File: config.mk
export PLATFORM = sky130hd
export DESIGN_NAME = jtag_shift_regs
export DESIGN_NICKNAME = d
export VERILOG_FILES = /design/src/rtl/jtag_pkg.sv /design/src/rtl/jtag_shift_reg.sv /design/src/rtl/jtag_shift_regs.sv
export SDC_FILE = /design/constraint.sdc
export NUM_CORES = 1
export LEC_CHECK = 0
export CORE_ASPECT_RATIO = 0.9
export CORE_MARGIN = 2
export CORE_UTILIZATION = 56
export CTS_BUF_LIST = sky130_fd_sc_hd__clkbuf_8
export CTS_CLUSTER_DIAMETER = 50
export DETAILED_ROUTE_END_ITERATION = 8
export GPL_TIMING_DRIVEN = 0
export HOLD_SLACK_MARGIN = 0.1
export PLACE_DENSITY = 0.95
export SKIP_LAST_GASP = 1
export SLEW_MARGIN = 20
export SYNTH_ARGS = -nofsm -noshare
export SYNTH_HDL_FRONTEND = slang
export SYNTH_SLANG_ARGS = --single-unit
File: constraint.sdc
create_clock -name tck -period 4.2 [get_ports tck]
set_clock_uncertainty 0.15 [all_clocks]
set_input_delay 0.42 -clock tck [delete_from_list [all_inputs] [get_ports tck]]
set_output_delay 0.42 -clock tck [all_outputs]
set_load 0.05 [all_outputs]
File: src/rtl/jtag_pkg.sv
// Shared constants and types for the JTAG instruction/data register bank.
package jtag_pkg;

  // Default geometry and identification.
  localparam int          DEFAULT_IR_WIDTH  = 4;
  localparam int          DEFAULT_DR_WIDTH  = 32;
  localparam logic [31:0] DEFAULT_IDCODE    = 32'h1000_0001;

  // Default instruction opcodes; anything not listed selects BYPASS.
  localparam logic [3:0]  DEFAULT_OP_IDCODE = 4'h1;
  localparam logic [3:0]  DEFAULT_OP_USER   = 4'h2;
  localparam logic [3:0]  DEFAULT_OP_BYPASS = 4'hF;

  // Fixed pattern loaded into the IR on Capture-IR (two LSBs).
  localparam logic [1:0]  IR_CAPTURE        = 2'b01;

  // Which data register sits between TDI and TDO.
  typedef enum logic [1:0] {
    SEL_BYPASS,
    SEL_IDCODE,
    SEL_USER
  } dr_sel_e;

  // One-hot view of the TAP strobe that actually acts this edge.
  typedef struct packed {
    logic ir_capture;
    logic ir_shift;
    logic ir_update;
    logic dr_capture;
    logic dr_shift;
    logic dr_update;
  } tap_action_t;

endpackage

File: src/rtl/jtag_shift_reg.sv
// Generic LSB-first shift register with parallel capture and a clear.
// Priority: reset > clear > capture > shift; otherwise hold.
module jtag_shift_reg #(
  parameter int WIDTH = 4
) (
  input  logic             tck,
  input  logic             reset,
  input  logic             clear,
  input  logic             capture_en,
  input  logic [WIDTH-1:0] capture_data,
  input  logic             shift_en,
  input  logic             tdi,
  output logic [WIDTH-1:0] data
);

  logic [WIDTH-1:0] data_d;
  logic [WIDTH-1:0] data_q;

  // Next-value selection: new TDI bit enters at the MSB, LSB falls out.
  always_comb begin
    // NOTE: every always_comb output gets a default first so no path can infer a latch.
    data_d = data_q;
    if (clear) begin
      data_d = '0;
    end else if (capture_en) begin
      data_d = capture_data;
    end else if (shift_en) begin
      data_d = {tdi, data_q[WIDTH-1:1]};
    end
  end

  // Shift register state.
  always_ff @(posedge tck or posedge reset) begin
    // NOTE: sequential state uses non-blocking assignment so all flops sample the same pre-edge values.
    if (reset) begin
      data_q <= '0;
    end else begin
      data_q <= data_d;
    end
  end

  assign data = data_q;

endmodule

File: src/rtl/jtag_shift_regs.sv
// JTAG instruction and data register bank: IR, BYPASS, IDCODE and a USER
// register exposed to fabric with capture/update strobes. Consumes the
// decoded TAP state strobes and drives TDO.
module jtag_shift_regs
  import jtag_pkg::*;
#(
  parameter int                   IR_WIDTH     = DEFAULT_IR_WIDTH,
  parameter int                   DR_WIDTH     = DEFAULT_DR_WIDTH,
  parameter logic [DR_WIDTH-1:0]  IDCODE_VALUE = DEFAULT_IDCODE,
  parameter logic [IR_WIDTH-1:0]  OP_IDCODE    = DEFAULT_OP_IDCODE,
  parameter logic [IR_WIDTH-1:0]  OP_USER      = DEFAULT_OP_USER,
  parameter logic [IR_WIDTH-1:0]  OP_BYPASS    = DEFAULT_OP_BYPASS
) (
  input  logic                tck,
  input  logic                reset,
  input  logic                tdi,
  input  logic                test_logic_reset,
  input  logic                capture_dr,
  input  logic                shift_dr,
  input  logic                update_dr,
  input  logic                capture_ir,
  input  logic                shift_ir,
  input  logic                update_ir,
  output logic                tdo,
  output logic                tdo_en,
  output logic [IR_WIDTH-1:0] ir_value,
  input  logic [DR_WIDTH-1:0] user_capture_data,
  output logic                user_capture_strobe,
  output logic [DR_WIDTH-1:0] user_update_data,
  output logic                user_update_valid
);

  localparam logic [IR_WIDTH-1:0] IR_CAPTURE_WORD =
    {{(IR_WIDTH-2){1'b0}}, IR_CAPTURE};

  tap_action_t         act;
  dr_sel_e             dr_sel;

  logic [IR_WIDTH-1:0] ir_shift_q;
  logic [IR_WIDTH-1:0] ir_value_d;
  logic [IR_WIDTH-1:0] ir_value_q;

  logic [DR_WIDTH-1:0] dr_shift_q;
  logic [DR_WIDTH-1:0] dr_capture_word;
  logic                dr_capture_en;
  logic                dr_shift_en;

  logic                bypass_d;
  logic                bypass_q;

  logic [DR_WIDTH-1:0] user_update_data_d;
  logic [DR_WIDTH-1:0] user_update_data_q;
  logic                user_capture_strobe_d;
  logic                user_capture_strobe_q;
  logic                user_update_valid_d;
  logic                user_update_valid_q;

  logic                tdo_mux;

  // Strobe priority: test_logic_reset suppresses everything, then the first
  // high strobe in IR-capture..DR-update order is the only one that acts.
  always_comb begin
    act = '0;
    if (!test_logic_reset) begin
      if (capture_ir) begin
        act.ir_capture = 1'b1;
      end else if (shift_ir) begin
        act.ir_shift = 1'b1;
      end else if (update_ir) begin
        act.ir_update = 1'b1;
      end else if (capture_dr) begin
        act.dr_capture = 1'b1;
      end else if (shift_dr) begin
        act.dr_shift = 1'b1;
      end else if (update_dr) begin
        act.dr_update = 1'b1;
      end
    end
  end

  // Data register selection from the latched instruction only, so a DR scan
  // always sees the opcode from the last Update-IR.
  always_comb begin
    dr_sel = SEL_BYPASS;
    if (ir_value_q == OP_IDCODE) begin
      dr_sel = SEL_IDCODE;
    end else if (ir_value_q == OP_USER) begin
      dr_sel = SEL_USER;
    end else if (ir_value_q == OP_BYPASS) begin
      dr_sel = SEL_BYPASS;
    end
  end

  // Instruction shift chain; test_logic_reset clears it.
  jtag_shift_reg #(
    .WIDTH(IR_WIDTH)
  ) u_ir_shift (
    .tck          (tck),
    .reset        (reset),
    .clear        (test_logic_reset),
    .capture_en   (act.ir_capture),
    .capture_data (IR_CAPTURE_WORD),
    .shift_en     (act.ir_shift),
    .tdi          (tdi),
    .data         (ir_shift_q)
  );

  // IDCODE and USER share one DR shift chain; BYPASS has its own bit.
  always_comb begin
    dr_capture_word = (dr_sel == SEL_IDCODE) ? IDCODE_VALUE : user_capture_data;
    dr_capture_en   = act.dr_capture && (dr_sel != SEL_BYPASS);
    dr_shift_en     = act.dr_shift   && (dr_sel != SEL_BYPASS);
  end

  jtag_shift_reg #(
    .WIDTH(DR_WIDTH)
  ) u_dr_shift (
    .tck          (tck),
    .reset        (reset),
    .clear        (1'b0),
    .capture_en   (dr_capture_en),
    .capture_data (dr_capture_word),
    .shift_en     (dr_shift_en),
    .tdi          (tdi),
    .data         (dr_shift_q)
  );

  // Next-state for the instruction latch, bypass bit, USER update word and strobes.
  always_comb begin
    ir_value_d            = ir_value_q;
    bypass_d              = bypass_q;
    user_update_data_d    = user_update_data_q;
    user_capture_strobe_d = 1'b0;
    user_update_valid_d   = 1'b0;

    if (test_logic_reset) begin
      ir_value_d = OP_IDCODE;
      bypass_d   = 1'b0;
    end else begin
      if (act.ir_update) begin
        ir_value_d = ir_shift_q;
      end

      if (act.dr_capture) begin
        if (dr_sel == SEL_BYPASS) begin
          bypass_d = 1'b0;
        end
        if (dr_sel == SEL_USER) begin
          user_capture_strobe_d = 1'b1;
        end
      end

      if (act.dr_shift && (dr_sel == SEL_BYPASS)) begin
        bypass_d = tdi;
      end

      if (act.dr_update && (dr_sel == SEL_USER)) begin
        user_update_data_d  = dr_shift_q;
        user_update_valid_d = 1'b1;
      end
    end
  end

  // Registered instruction, bypass bit, USER update word and one-cycle strobes.
  always_ff @(posedge tck or posedge reset) begin
    if (reset) begin
      ir_value_q            <= OP_IDCODE;
      bypass_q              <= 1'b0;
      user_update_data_q    <= '0;
      user_capture_strobe_q <= 1'b0;
      user_update_valid_q   <= 1'b0;
    end else begin
      ir_value_q            <= ir_value_d;
      bypass_q              <= bypass_d;
      user_update_data_q    <= user_update_data_d;
      user_capture_strobe_q <= user_capture_strobe_d;
      user_update_valid_q   <= user_update_valid_d;
    end
  end

  // TDO mux from registered state only; forced quiet while reset is held.
  always_comb begin
    tdo_mux = 1'b0;
    if (!reset) begin
      if (shift_ir) begin
        tdo_mux = ir_shift_q[0];
      end else if (shift_dr) begin
        tdo_mux = (dr_sel == SEL_BYPASS) ? bypass_q : dr_shift_q[0];
      end
    end
  end

  assign tdo                 = tdo_mux;
  assign tdo_en              = !reset && (shift_dr || shift_ir);
  assign ir_value            = ir_value_q;
  assign user_update_data    = user_update_data_q;
  assign user_capture_strobe = user_capture_strobe_q;
  assign user_update_valid   = user_update_valid_q;

endmodule

**Word-level counts from Yosys, hierarchy flattened**

Cells that the tools add are included.

- Register bits: 75

- Eq/ne operators: 4
- Muxes and demuxes: 35
- Bitwise operators: 1
- Reductions and logical operators: 16

Operators by type and width:

| cell | number |
|---|---|
| $mux 32 | 3 |
| $mux 4 | 6 |
| $mux 1 | 20 |
| $reduce_bool 3->1 | 3 |
| $mux 2 | 3 |
| $mux 6 | 1 |
| $reduce_bool 2->1 | 3 |
| $logic_and 1x1->1 | 5 |
| $mux 5 | 1 |
| $eq 4x1->1 const B | 1 |
| $eq 4x2->1 const B | 1 |
| $reduce_and 2->1 | 2 |
| $mux 3 | 1 |
| $eq 2x1->1 const B | 1 |
| $eq 2x2->1 const B | 1 |
| $logic_not 2->1 | 1 |
| $logic_not 1->1 | 1 |
| $logic_or 1x1->1 | 1 |
| $not 1->1 | 1 |

**Depth between registers and ports, before layout**

- Depth after elaboration: 10
- Mapped depth: 6
- Gate-level depth less buffers: 4

**Hierarchy**

From an unflattened synthesis, not the netlist that was laid out.

- Cells, all modules: 316
- Area total of the unflattened synthesis: 3927.5 µm²

By module, submodules not included:

| module | instances | cells each | area each (µm²) | sequential area each (µm²) |
|---|---|---|---|---|
| jtag_shift_regs | 1 | 154 | 2039.5 | 977.2 |
| jtag_shift_reg at u_dr_shift | 1 | 143 | 1674.1 | 800.8 |
| jtag_shift_reg at u_ir_shift | 1 | 19 | 214.0 | 100.1 |

**Worst setup path before layout**

Ideal clock, no wire load.

- Path kind: flip-flop to output port
- From: register ir_value_q[0], in the netlist ir_value[0]
- To: output tdo
- Path buffers: 2
- Data required time: 3.630 ns
- Setup slack: 1.507 ns
- Data arrival time: 2.123 ns
- Stages on the path, launching flop included: 6
- Cells stage by stage: dfstp_2 > xor2_1 > clkbuf_1 > clkbuf_1 > nand4_1 > o211ai_1

- Word-level cells in the longest chain between the ends: 8

RTL lines:

| what | line | source |
|---|---|---|
| start, declared | jtag_shift_regs.sv:41 | `logic [IR_WIDTH-1:0] ir_value_q;` |
| start signal, assigned | jtag_shift_regs.sv:173 | `ir_value_q <= ir_value_d;` |
| $eq 4x2->1 | jtag_shift_regs.sv:87 | `end else if (ir_value_q == OP_USER) begin` |
| $mux 2 | jtag_shift_regs.sv:87 |  |
| $mux 2 * | jtag_shift_regs.sv:85 | `if (ir_value_q == OP_IDCODE) begin` |
| $logic_not 2->1 * | jtag_shift_regs.sv:188 | `tdo_mux = (dr_sel == SEL_BYPASS) ? bypass_q : dr_shift_q[0];` |
| $mux 1 * | jtag_shift_regs.sv:188 |  |
| $mux 1 * | jtag_shift_regs.sv:187 | `end else if (shift_dr) begin` |
| $mux 1 * | jtag_shift_regs.sv:185 | `if (shift_ir) begin` |
| $mux 1 * | jtag_shift_regs.sv:184 | `if (!reset) begin` |
| end, declared | jtag_shift_regs.sv:24 | `output logic tdo,` |

Every way passes the cells marked *; elsewhere a longest branch is shown, timed or not.

**Worst setup path after layout**

Ends and elaborated chain as after synthesis.

==> run_results.csv <==
group,metric,value,unit
global_route,grt.overflow.total,0,
final_layout,final_core_util,0.7581,
sta,finalCriticalPeriod,3774,ps
sta,fmax,264.9,MHz
global_route,grt_usage,0.2958,
synth,synth_nets,387,
floorplanning,die_h,81.24,µm
global_route,grt_pass1_wl,16690,µm
power,p_leak,2.077,nW
clock_tree,clockBufferDepth,2,
job,cap_viol_max_count,0,
critical_path,worstRegToRegCells,5,
clock_tree,clockRootBuffer,"clkbuf_8",
sta,tightest_slew,934.0,ps
power,irDropWorstVdd,221.6,µV
sta,relSlewSlack,0.3686,
critical_path,ff2ff_setup_slack,1570,ps
synth,synth-seq-cells,75,
sta,slew_violations,0,
clock_tree,clk_pin_slew,70,ps
placement,io_buffers,79,
floorplanning,num_rows,28,
power,powerDensity,387.4,mW/mm²
critical_path,cp-startpoint,"ir_value[0]",
synth,ys_types,42,
floorplanning,core_area,0.006481,mm²
floorplanning,die_x,89.83,µm
sta,rsz0062_at_grt,"false",
global_route,grt_pass1_vias,3286,
synth,syn_inst,345,
critical_path,cp_max_fo,10,
sta,finalSetupViolCount,0,
synth,ys_async_sr_fraction,1.000,
routing,drt-pass1-iter-count,8,
floorplanning,fp.dieArea,0.007297,mm²
synth,synth-main-ff-cell,"dfrtp_1",
clock_tree,cts.sinks,75,
routing,routedWlPerCell,19.51,µm
routing,viasPerCell,6.309,
synth,yosysSeqAreaShare,0.5059,
synth,synth_area_leaders,"dfrtp_1, mux2_1, nor3_1",
final_layout,drive_gt1_frac,0.09751,
synth,synth_edf_count,0,
hold_path,hold_path_class,"in2reg",
critical_path,rr_startpoint,"ir_value[3]",
critical_path,cp.required,3630,ps
routing,drt-initial-drc-count,426,
clock_tree,cts_tree,"yes",
final_layout,diodes,0,
final_layout,final_nets,478,
clock_tree,post_cts_buffers,0,
sta,setup-tns-final,0,ps
routing,drc,0,
critical_path,setup.worst_path.class,"reg2out",
critical_path,r2r-end,"user_update_data[0]",
routing,postRouteWirelength,10360,µm
synth,synth_area_per_cell,10.76,µm²
synth,synth_common_cells,"dfrtp_1, nor3_1, nand2_1, clkbuf_1, mux2_1",
clock_tree,cts_max_level,3,
critical_path,worstSetupStartpointType,"flop",
hold_path,worstHoldStart,"capture_ir",
critical_path,endpoint_kind,"output pin",
clock_tree,ctsHoldBuffers,0,
routing,final_antenna_net_count,0,
floorplanning,start_util,0.5728,
synth,synth_top_area_share,0.4988,
synth,synth_top_area_cell,"dfrtp_1",
synth,yosysWarnings,0,
synth,yosysMostFrequentCell,"dfrtp_1",
final_layout,area_growth,32.36,%
critical_path,endpoint,"tdo",
clock_tree,cts_resized,0,
global_route,antenna_found_initial,0,
clock_tree,clock_latency,360,ps
placement,hpwl,7023,µm
sta,hold_viol_final,0,
synth,netlist_area,0.003712,mm²
clock_tree,cts_made_buffers,9,
outcome,status,"finished clean",
floorplanning,pin_count,82,
routing,dr_total_vias,3350,
critical_path,arrival,3200,ps
global_route,grt_max_degree,40,
sta,period_share,0.8987,
placement,gp_congestion,0.9342,
==> critical path: stages, from the launching register on <==
cell and delay, ps:
dfstp_2 610, xor2_1 240, clkbuf_1 390, clkbuf_1 490, nand4_1 150, o211ai_1 140, clkdlybuf4s50_1 830
==> cell usage in the layout (no fill, tap or decap), drive strengths merged, types with 2 or more instances in the layout <==
master | synthesis | final
inv | 16 | 17
o32a | 14 | 14
mux2i | 6 | 6
nor4b | 3 | 3
nor2b | 18 | 18
bufinv | 0 | 4
o22a | 16 | 16
clkdlybuf4s50 | 0 | 79
o2111ai | 16 | 16
a211oi | 2 | 2
nor3b | 3 | 3
mux2 | 32 | 32
nand3 | 2 | 2
nor3 | 33 | 33
buf | 10 | 11
dfrtp | 74 | 74
nor4 | 2 | 2
o211ai | 2 | 2
nand2 | 31 | 31
a21oi | 16 | 16
nor2 | 8 | 8
clkbuf | 23 | 34
a211o | 2 | 2
==> registers in the layout, indices dropped and copies added, names as in the netlist <==
register / cells
u_dr_shift.data: 32
user_update_data: 32
ir_value: 4
u_ir_shift.data: 4
bypass_q: 1
user_capture_strobe: 1
user_update_valid: 1
==> through the flow <==
stage	power (mW)	area, µm²	setup slack, ps	hold slack [ps]	std cells
2_1_floorplan	1.032	3712	1507	324.7	345
3_3_place_gp	1.127	4616	509.5	323.1	514
3_5_place_dp	1.142	4638	916.2	324.0	515
4_1_cts	1.893	4913	473.7	228.7	531
5_1_grt	1.963	4913	302.5	247.3	531
6_report	1.904	4913	425.5	234.9	531
==> worst min path at each step <==
stage,end,slack [ps],depth (start not counted)
6_report,u_ir_shift.data[2],230,2
5_1_grt,u_ir_shift.data[2],250,2
4_1_cts,u_ir_shift.data[2],230,2
3_5_place_dp,user_update_data[15],320,1
3_3_place_gp,user_update_data[17],320,1
2_1_floorplan,ir_value[0],320,1
==> layer usage <==
metal | track usage | vias up | share of wire
li1 | - | 1451 | -
met3 | 0.04360 | 38 | 0.079
met2 | 0.5212 | 221 | 0.49
met5 | 0 | - | 0
met4 | 0.1277 | 0 | 0.031
met1 | 0.3728 | 1640 | 0.40
==> kinds of logic (layout without fill, tap and decap cells) <==
family | after synthesis | after routing | synth area share
AND/OR/NAND/NOR | 108 | 108 | 0.1628
flip-flops | 75 | 75 | 0.5059
AO/OA/AOI/OAI | 72 | 72 | 0.1560
buffers and inverters | 50 | 146 | 0.05729
multiplexers | 38 | 38 | 0.1132
XOR/XNOR | 2 | 2 | 0.004719
==> power breakdown <==
group	internal, mW	total [mW]	leakage [nW]	switching [mW]
registers	0.805	0.884	0.975	0.0793
clock network	0.485	0.764	0.141	0.278
logic	0.131	0.256	0.961	0.125
==> final cells by class <==
| class | count | area (µm²) |
|---|---|---|
| Buffer | 33 | 147.6 |
| Clock buffer | 11 | 151.4 |
| Clock inverter | 5 | 123.9 |
| Fill cell | 435 | 1568 |
| Inverter | 17 | 67.56 |
| Multi-Input combinational cell | 220 | 1622 |
| Sequential cell | 75 | 1878 |
| Tap cell | 90 | 112.6 |
| Timing Repair Buffer | 80 | 810.8 |
Power figures use the tool's default switching activity.
